===== config.mk =====
export PLATFORM = sky130hd
export DESIGN_NAME = alsu_cmd_sequencer
export DESIGN_NICKNAME = d
export VERILOG_FILES = /design/src/rtl/alsu_cmd_sequencer.sv
export SDC_FILE = /design/constraint.sdc
export NUM_CORES = 1
export LEC_CHECK = 0
export ABC_AREA = 1
export CAP_MARGIN = 20
export CORE_MARGIN = 3
export CORE_UTILIZATION = 64
export CTS_CLUSTER_DIAMETER = 30
export DETAILED_ROUTE_END_ITERATION = 6
export DONT_BUFFER_PORTS = 1
export HOLD_SLACK_MARGIN = 0.08
export PLACE_DENSITY = 0.8
export SLEW_MARGIN = 20
export SYNTH_ARGS = -nofsm -noshare
export SYNTH_HDL_FRONTEND = slang
export SYNTH_SLANG_ARGS = --single-unit

===== constraint.sdc =====
create_clock -name clk -period 2.4 [get_ports clk]
set_clock_uncertainty 0.1 [all_clocks]
set_input_delay 0.48 -clock clk [delete_from_list [all_inputs] [get_ports clk]]
set_output_delay 0.48 -clock clk [all_outputs]
set_load 0.01 [all_outputs]

===== src/rtl/alsu_cmd_sequencer.sv =====
// -----------------------------------------------------------------------------
// alsu_cmd_sequencer
//   Upstream command stage for the ALSU. Packed commands are buffered in a small
//   FIFO and issued one per cycle onto the registered ALSU input pins. Each
//   command is issued repeat+1 times back to back, which lets a single command
//   drive a multi-step shift/rotate sequence. A LATENCY-deep delay line flags
//   the cycle in which the ALSU result for each issue is valid.
//
// Ports
//   clk          in   rising-edge clock
//   rst          in   asynchronous active-low reset
//   cmd_valid    in   command present on cmd_data
//   cmd_ready    out  FIFO can accept a command (not full)
//   cmd_data     in   {repeat,bypass_B,bypass_A,red_op_B,red_op_A,direction,
//                      serial_in,cin,opcode[2:0],B[2:0],A[2:0]}
//   stall        in   suppress issue at the next edge
//   A,B,opcode,cin,serial_in,direction,red_op_A,red_op_B,bypass_A,bypass_B
//                out  registered ALSU input pins
//   issue_valid  out  pins carry a real command this cycle
//   res_valid    out  issue_valid delayed LATENCY cycles
//   fifo_count   out  number of stored commands
//   busy         out  sequencer not idle or FIFO not empty
// -----------------------------------------------------------------------------
module alsu_cmd_sequencer #(
    parameter int         DEPTH       = 4,
    parameter int         RPT_W       = 4,
    parameter int         LATENCY     = 2,
    parameter logic [2:0] IDLE_OPCODE = 3'b111
) (
    input  logic                         clk,
    input  logic                         rst,
    input  logic                         cmd_valid,
    output logic                         cmd_ready,
    input  logic [16+RPT_W-1:0]          cmd_data,
    input  logic                         stall,
    output logic [2:0]                   A,
    output logic [2:0]                   B,
    output logic [2:0]                   opcode,
    output logic                         cin,
    output logic                         serial_in,
    output logic                         direction,
    output logic                         red_op_A,
    output logic                         red_op_B,
    output logic                         bypass_A,
    output logic                         bypass_B,
    output logic                         issue_valid,
    output logic                         res_valid,
    output logic [$clog2(DEPTH+1)-1:0]   fifo_count,
    output logic                         busy
);

    localparam int CMD_W = 16 + RPT_W;
    localparam int FLD_W = 16;
    localparam int PTR_W = $clog2(DEPTH);
    localparam int CNT_W = $clog2(DEPTH + 1);

    localparam logic [CNT_W-1:0] FULL_CNT  = CNT_W'(DEPTH);
    localparam logic [CNT_W-1:0] CNT_ZERO  = {CNT_W{1'b0}};
    localparam logic [CNT_W-1:0] CNT_ONE   = CNT_W'(1);
    localparam logic [PTR_W-1:0] PTR_ONE   = PTR_W'(1);
    localparam logic [RPT_W-1:0] RPT_ZERO  = {RPT_W{1'b0}};
    localparam logic [RPT_W-1:0] RPT_ONE   = RPT_W'(1);
    // Idle word: only the reserved opcode is non-zero so the ALSU holds its output.
    localparam logic [FLD_W-1:0] IDLE_WORD = {7'b0000000, IDLE_OPCODE, 6'b000000};

    typedef enum logic [1:0] {
        ST_IDLE  = 2'b00,
        ST_ISSUE = 2'b01,
        ST_STALL = 2'b10
    } state_t;

    logic [CMD_W-1:0]   mem_q [DEPTH];
    logic [PTR_W-1:0]   wr_ptr_q;
    logic [PTR_W-1:0]   rd_ptr_q;
    logic [CNT_W-1:0]   count_q;

    state_t             state_q;
    state_t             state_d;
    logic [FLD_W-1:0]   cur_q;
    logic [FLD_W-1:0]   cur_d;
    logic [RPT_W-1:0]   rpt_q;
    logic [RPT_W-1:0]   rpt_d;
    logic [FLD_W-1:0]   word_q;
    logic [FLD_W-1:0]   word_d;
    logic               iv_q;
    logic               iv_d;
    logic [LATENCY-1:0] rv_pipe_q;

    logic               ready_s;
    logic               push_s;
    logic               pop_s;
    logic               empty_s;
    logic [CMD_W-1:0]   head_s;

    assign ready_s = (count_q != FULL_CNT);
    assign empty_s = (count_q == CNT_ZERO);
    assign push_s  = cmd_valid & ready_s;
    assign head_s  = mem_q[rd_ptr_q];

    // FIFO storage: write the incoming command at the write pointer.
    always_ff @(posedge clk or negedge rst) begin
        if (!rst) begin
            for (int i = 0; i < DEPTH; i++) begin
                mem_q[i] <= {CMD_W{1'b0}};
            end
        end else if (push_s) begin
            mem_q[wr_ptr_q] <= cmd_data;
        end else begin
            mem_q[wr_ptr_q] <= mem_q[wr_ptr_q];
        end
    end

    // FIFO pointers and occupancy; pointers wrap naturally since DEPTH is a power of 2.
    always_ff @(posedge clk or negedge rst) begin
        if (!rst) begin
            wr_ptr_q <= {PTR_W{1'b0}};
            rd_ptr_q <= {PTR_W{1'b0}};
            count_q  <= CNT_ZERO;
        end else begin
            if (push_s) begin
                wr_ptr_q <= wr_ptr_q + PTR_ONE;
            end
            if (pop_s) begin
                rd_ptr_q <= rd_ptr_q + PTR_ONE;
            end
            case ({push_s, pop_s})
                2'b10:   count_q <= count_q + CNT_ONE;
                2'b01:   count_q <= count_q - CNT_ONE;
                default: count_q <= count_q;
            endcase
        end
    end

    // Issue FSM next-state and next-output logic.
    always_comb begin
        state_d = state_q;
        cur_d   = cur_q;
        rpt_d   = rpt_q;
        word_d  = IDLE_WORD;
        iv_d    = 1'b0;
        pop_s   = 1'b0;
        case (state_q)
            ST_IDLE: begin
                if (!empty_s && !stall) begin
                    pop_s   = 1'b1;
                    cur_d   = head_s[FLD_W-1:0];
                    rpt_d   = head_s[CMD_W-1:FLD_W];
                    word_d  = head_s[FLD_W-1:0];
                    iv_d    = 1'b1;
                    state_d = ST_ISSUE;
                end else begin
                    state_d = ST_IDLE;
                end
            end
            ST_ISSUE: begin
                if (stall) begin
                    // Only park in STALL when repeats are still owed; the held
                    // command and its counter stay untouched.
                    if (rpt_q != RPT_ZERO) begin
                        state_d = ST_STALL;
                    end else begin
                        state_d = ST_IDLE;
                    end
                end else if (rpt_q != RPT_ZERO) begin
                    word_d = cur_q;
                    rpt_d  = rpt_q - RPT_ONE;
                    iv_d   = 1'b1;
                end else if (!empty_s) begin
                    // Back-to-back pop: no bubble between consecutive commands.
                    pop_s  = 1'b1;
                    cur_d  = head_s[FLD_W-1:0];
                    rpt_d  = head_s[CMD_W-1:FLD_W];
                    word_d = head_s[FLD_W-1:0];
                    iv_d   = 1'b1;
                end else begin
                    state_d = ST_IDLE;
                end
            end
            ST_STALL: begin
                if (stall) begin
                    state_d = ST_STALL;
                end else begin
                    word_d  = cur_q;
                    rpt_d   = rpt_q - RPT_ONE;
                    iv_d    = 1'b1;
                    state_d = ST_ISSUE;
                end
            end
            default: begin
                state_d = ST_IDLE;
                rpt_d   = RPT_ZERO;
            end
        endcase
    end

    // FSM state, held command and registered ALSU-side outputs.
    always_ff @(posedge clk or negedge rst) begin
        if (!rst) begin
            state_q <= ST_IDLE;
            cur_q   <= {FLD_W{1'b0}};
            rpt_q   <= RPT_ZERO;
            word_q  <= IDLE_WORD;
            iv_q    <= 1'b0;
        end else begin
            state_q <= state_d;
            cur_q   <= cur_d;
            rpt_q   <= rpt_d;
            word_q  <= word_d;
            iv_q    <= iv_d;
        end
    end

    // Result-valid delay line: res_valid follows issue_valid by LATENCY cycles.
    always_ff @(posedge clk or negedge rst) begin
        if (!rst) begin
            rv_pipe_q <= {LATENCY{1'b0}};
        end else begin
            rv_pipe_q[0] <= iv_q;
            for (int i = 1; i < LATENCY; i++) begin
                rv_pipe_q[i] <= rv_pipe_q[i-1];
            end
        end
    end

    assign A           = word_q[2:0];
    assign B           = word_q[5:3];
    assign opcode      = word_q[8:6];
    assign cin         = word_q[9];
    assign serial_in   = word_q[10];
    assign direction   = word_q[11];
    assign red_op_A    = word_q[12];
    assign red_op_B    = word_q[13];
    assign bypass_A    = word_q[14];
    assign bypass_B    = word_q[15];
    assign issue_valid = iv_q;
    assign res_valid   = rv_pipe_q[LATENCY-1];
    assign cmd_ready   = ready_s;
    assign fifo_count  = count_q;
    assign busy        = (state_q != ST_IDLE) || !empty_s;

endmodule


==> results.toml <==
[run_status]
status = "finished with violations"
violated_checks = "negative hold slack"

[worst_setup_path]
timing_worst_setup_path_type = "reg2reg"
critPathBufInv = 3
critical_path.cell_chain = "inv_1 -> ha_4 -> nand3_4 -> nand2_4 -> nand2_4 -> inv_2 -> ha_1 -> inv_1 -> fa_1 -> a21oi_1 -> o21ai_0 -> xor2_1"
worst_setup_path_end_kind = "flip-flop"
worst-endpoint-required_ns = 2.59
critPathMaxFanout = 6
timing.critical_path.max_delay_family = "adder cells"
crit_path_start_kind = "flip-flop"
critPathSlowestCell = "sky130_fd_sc_hd__dfrtp_1"
critPathMaxStageDelay_ns = 0.42
cp_data_arrival_time_ns = 2.45
rrSetupSlack_ns = 0.14

[logic_synthesis]
synth-seq-area-share = 0.423
yosys.area_share.xor_xnor = 0.00693
number_of_enable_type_register_cells_in_the_synthesized_netlist = 0
syn-num-nets = 1088
post-synth-top-area-cell = "sky130_fd_sc_hd__dfrtp_1"
ys_dominant_reg_cell = "sky130_fd_sc_hd__dfrtp_1"
post_synth_instance_area_um2 = 7580
synthesis.area_per_instance_um2 = 7.18
synth_cells = 1056
fraction_of_the_mapped_netlist_area_in_adder_cells = 0.0142
post_synth_main_area_contributors = "sky130_fd_sc_hd__dfrtp_1 (41%), sky130_fd_sc_hd__nand2_1 (23%), sky130_fd_sc_hd__inv_1 (6.7%)"
synth_simple_gate_area_frac = 0.312
yosys_register_bits = 128
compound_gate_fraction_of_synth_area = 0.128
synth_async_sr_flop_share = 1.00
synth_largest_type_area_fraction = 0.413
synth_top_family_by_area = "simple AND/OR/NAND/NOR gates"
synth_warn = 0
fraction_of_synthesized_area_in_multiplexers = 0
synth.lib_cells_used.distinct = 31

[global_route]
first_global_vias = 6288
grt_pass1_wl_mm = 31.2
antenna_found_initial = 0
total_congestion_overflow_after_global_routing = 0
grt_max_degree = 129
gr-usage-all-layers = 0.303

[clock_tree]
cts_tree = "built"
cts_inserted_buffers = 17
worst_skew_pair.late_latency_ns = 0.42
cts.sink_count = 128
cts-root-to-sink-buffers = 2
clock-root-buffer = "sky130_fd_sc_hd__clkbuf_16"
path_clk_slew_ns = 0.06
post_cts.repair.setup_buffers = 0
cts-htree-levels = 4

[placement]
detailed_placement_hpwl_mm = 11.3
place.gp.congestion = 0.890
place.port_buffers = 0
numPlacedInstances = 1164

[power_and_ir_drop]
powerDensity_nw_per_um2 = 1630
vdd_drop_max_uv = 762
power.static_leakage_nw = 4.79
totalPowerFinal_mw = 13.4

[layout]
leading_cell_types_in_the_layout_fill_and_taps_excluded = "sky130_fd_sc_hd__nand2_1 (463), sky130_fd_sc_hd__inv_1 (136), sky130_fd_sc_hd__dfrtp_1 (125)"
most_frequent_standard_cell_in_the_layout_excluding_fill_and_tap_cells = "sky130_fd_sc_hd__nand2_1"
area_growth_from_synthesis_to_layout_pct = 8.73
nNetsFinal = 1072
layoutNonFillerInstCount = 1196
drive_above_1_share = 0.117
diodes_inserted = 0

[run]
timing.max_cap.violations = 0

[routing]
avgRoutedWirePerCell_um = 15.7
post-route-drc-count = 0
detailedRoute.firstPassIterationCount = 7
routed_wl_mm = 18.8
drt_iter0_drc = 831
vias_per_cell = 5.57
detail-route-antenna-nets = 0
dr_total_vias = 6661

[timing]
final_max_slew_viol_count = 0
timing.slew.headroom = 0.368
final_period_minus_worst_setup_slack_ns = 2.26
timing.fmax_mhz = 443
max_slew.worst_pin.slew_ns = 0.947
setup_viol_count_final = 0
timing_hold_violations_final = 128
final.hold.worst_slack_ns = -0.348
min_period_over_period = 0.941

[floorplan]
dieArea_um2 = 13200
chipHeight_um = 115
placement_rows = 39
die-width_um = 115
total_i_o_pin_count = 47
starting_density_of_the_core = 0.658
coreArea_um2 = 11500

[hold_path]
holdCritPathClass = "in2async"
-- logic make-up after synthesis --
family | count (synthesis)
compound gates | 151
xor+xnor | 6
fa+ha+maj | 8
buf+inv | 201
flops | 128
simple gates | 562
-- stage by stage --
stage	util	TNS, ns	area (µm²)	setup slack, ns
finish	0.716	0	8240	0.141
global route	0.716	-0.0195	8240	-0.0195
CTS	0.714	0	8220	0.106
detailed placement	0.660	0	7600	0.121
global placement	0.660	0	7600	0.197
floorplan	-	0	7580	0.186
-- worst register-to-register path, delay by kind of cell, from the launching register on --
kind / cells / cell delay (ns)
xor+xnor: 1 / 0.15
flops: 1 / 0.42
simple gates: 3 / 0.24
compound gates: 2 / 0.24
fa+ha+maj: 3 / 0.69
buf+inv: 3 / 0.29
-- routing by layer --
metal | vias up | global-route usage | routed length [µm]
li1 | 3242 | - | -
met1 | 3137 | 0.408 | 8210
met2 | 240 | 0.478 | 8750
met3 | 42 | 0.0721 | 1350
met4 | 0 | 0.119 | 488
met5 | - | 0 | 0
-- state kept, by name (all words and copies together) (netlist names) --
register / cells
mem_q: 80
cur_q: 16
word_q: 16
rpt_q: 4
fifo_count: 3
rd_ptr_q: 2
rv_pipe_q: 2
state_q: 2
wr_ptr_q: 2
issue_valid: 1
-- synth_stat cells, types with 9 or more instances --
master / instances
sky130_fd_sc_hd__buf_2: 16
sky130_fd_sc_hd__dfrtp_1: 125
sky130_fd_sc_hd__nand3_2: 20
sky130_fd_sc_hd__o211ai_2: 25
sky130_fd_sc_hd__a21oi_1: 28
sky130_fd_sc_hd__o21ai_0: 88
sky130_fd_sc_hd__inv_1: 136
sky130_fd_sc_hd__nand2_1: 463
sky130_fd_sc_hd__buf_6: 9
sky130_fd_sc_hd__clkbuf_1: 23
sky130_fd_sc_hd__nor2_1: 19
sky130_fd_sc_hd__nand3_1: 35
sky130_fd_sc_hd__nand3b_1: 9
-- final cells by class --
cell class	instances	area, µm²
multi-input combinational	727	3520
fill	927	3280
sequential	128	3210
inverter	144	541
clock buffer	22	484
tap	143	179
timing repair buffer	22	178
clock inverter	10	133
-- where the power goes --
group	leakage [nW]	internal (mW)	total [mW]	switching (mW)
Clock	0.298	1.73	2.68	0.945
Sequential	1.57	3.27	4.11	0.847
Combinational	2.93	2.19	6.64	4.45
-- final timing paths --
path | from | depth (start not counted) | endpoint
worst min register to register | rv_pipe_q[0]$_DFF_PN0_ | 0 | rv_pipe_q[1]$_DFF_PN0_
min in group clk | cmd_data[12] | 4 | mem_q[72]$_DFFE_PN0P_
max in group asynchronous | rst | 0 | word_q[6]$_DFF_PN1_
worst max-delay path | rpt_q[1]$_DFFE_PN0P_ | 12 | fifo_count[2]$_DFFE_PN0P_
worst min-delay path | rst | 0 | cur_q[0]$_DFFE_PN0P_
worst max register to register | rpt_q[1]$_DFFE_PN0P_ | 12 | fifo_count[2]$_DFFE_PN0P_
-- what timing repair did --
action                                  4_1_cts  5_1_grt
gates resized for setup                       0        3
endpoints found under the setup margin        0        1
endpoints found under the hold margin       128      128
(Power assumes the default switching activity.)
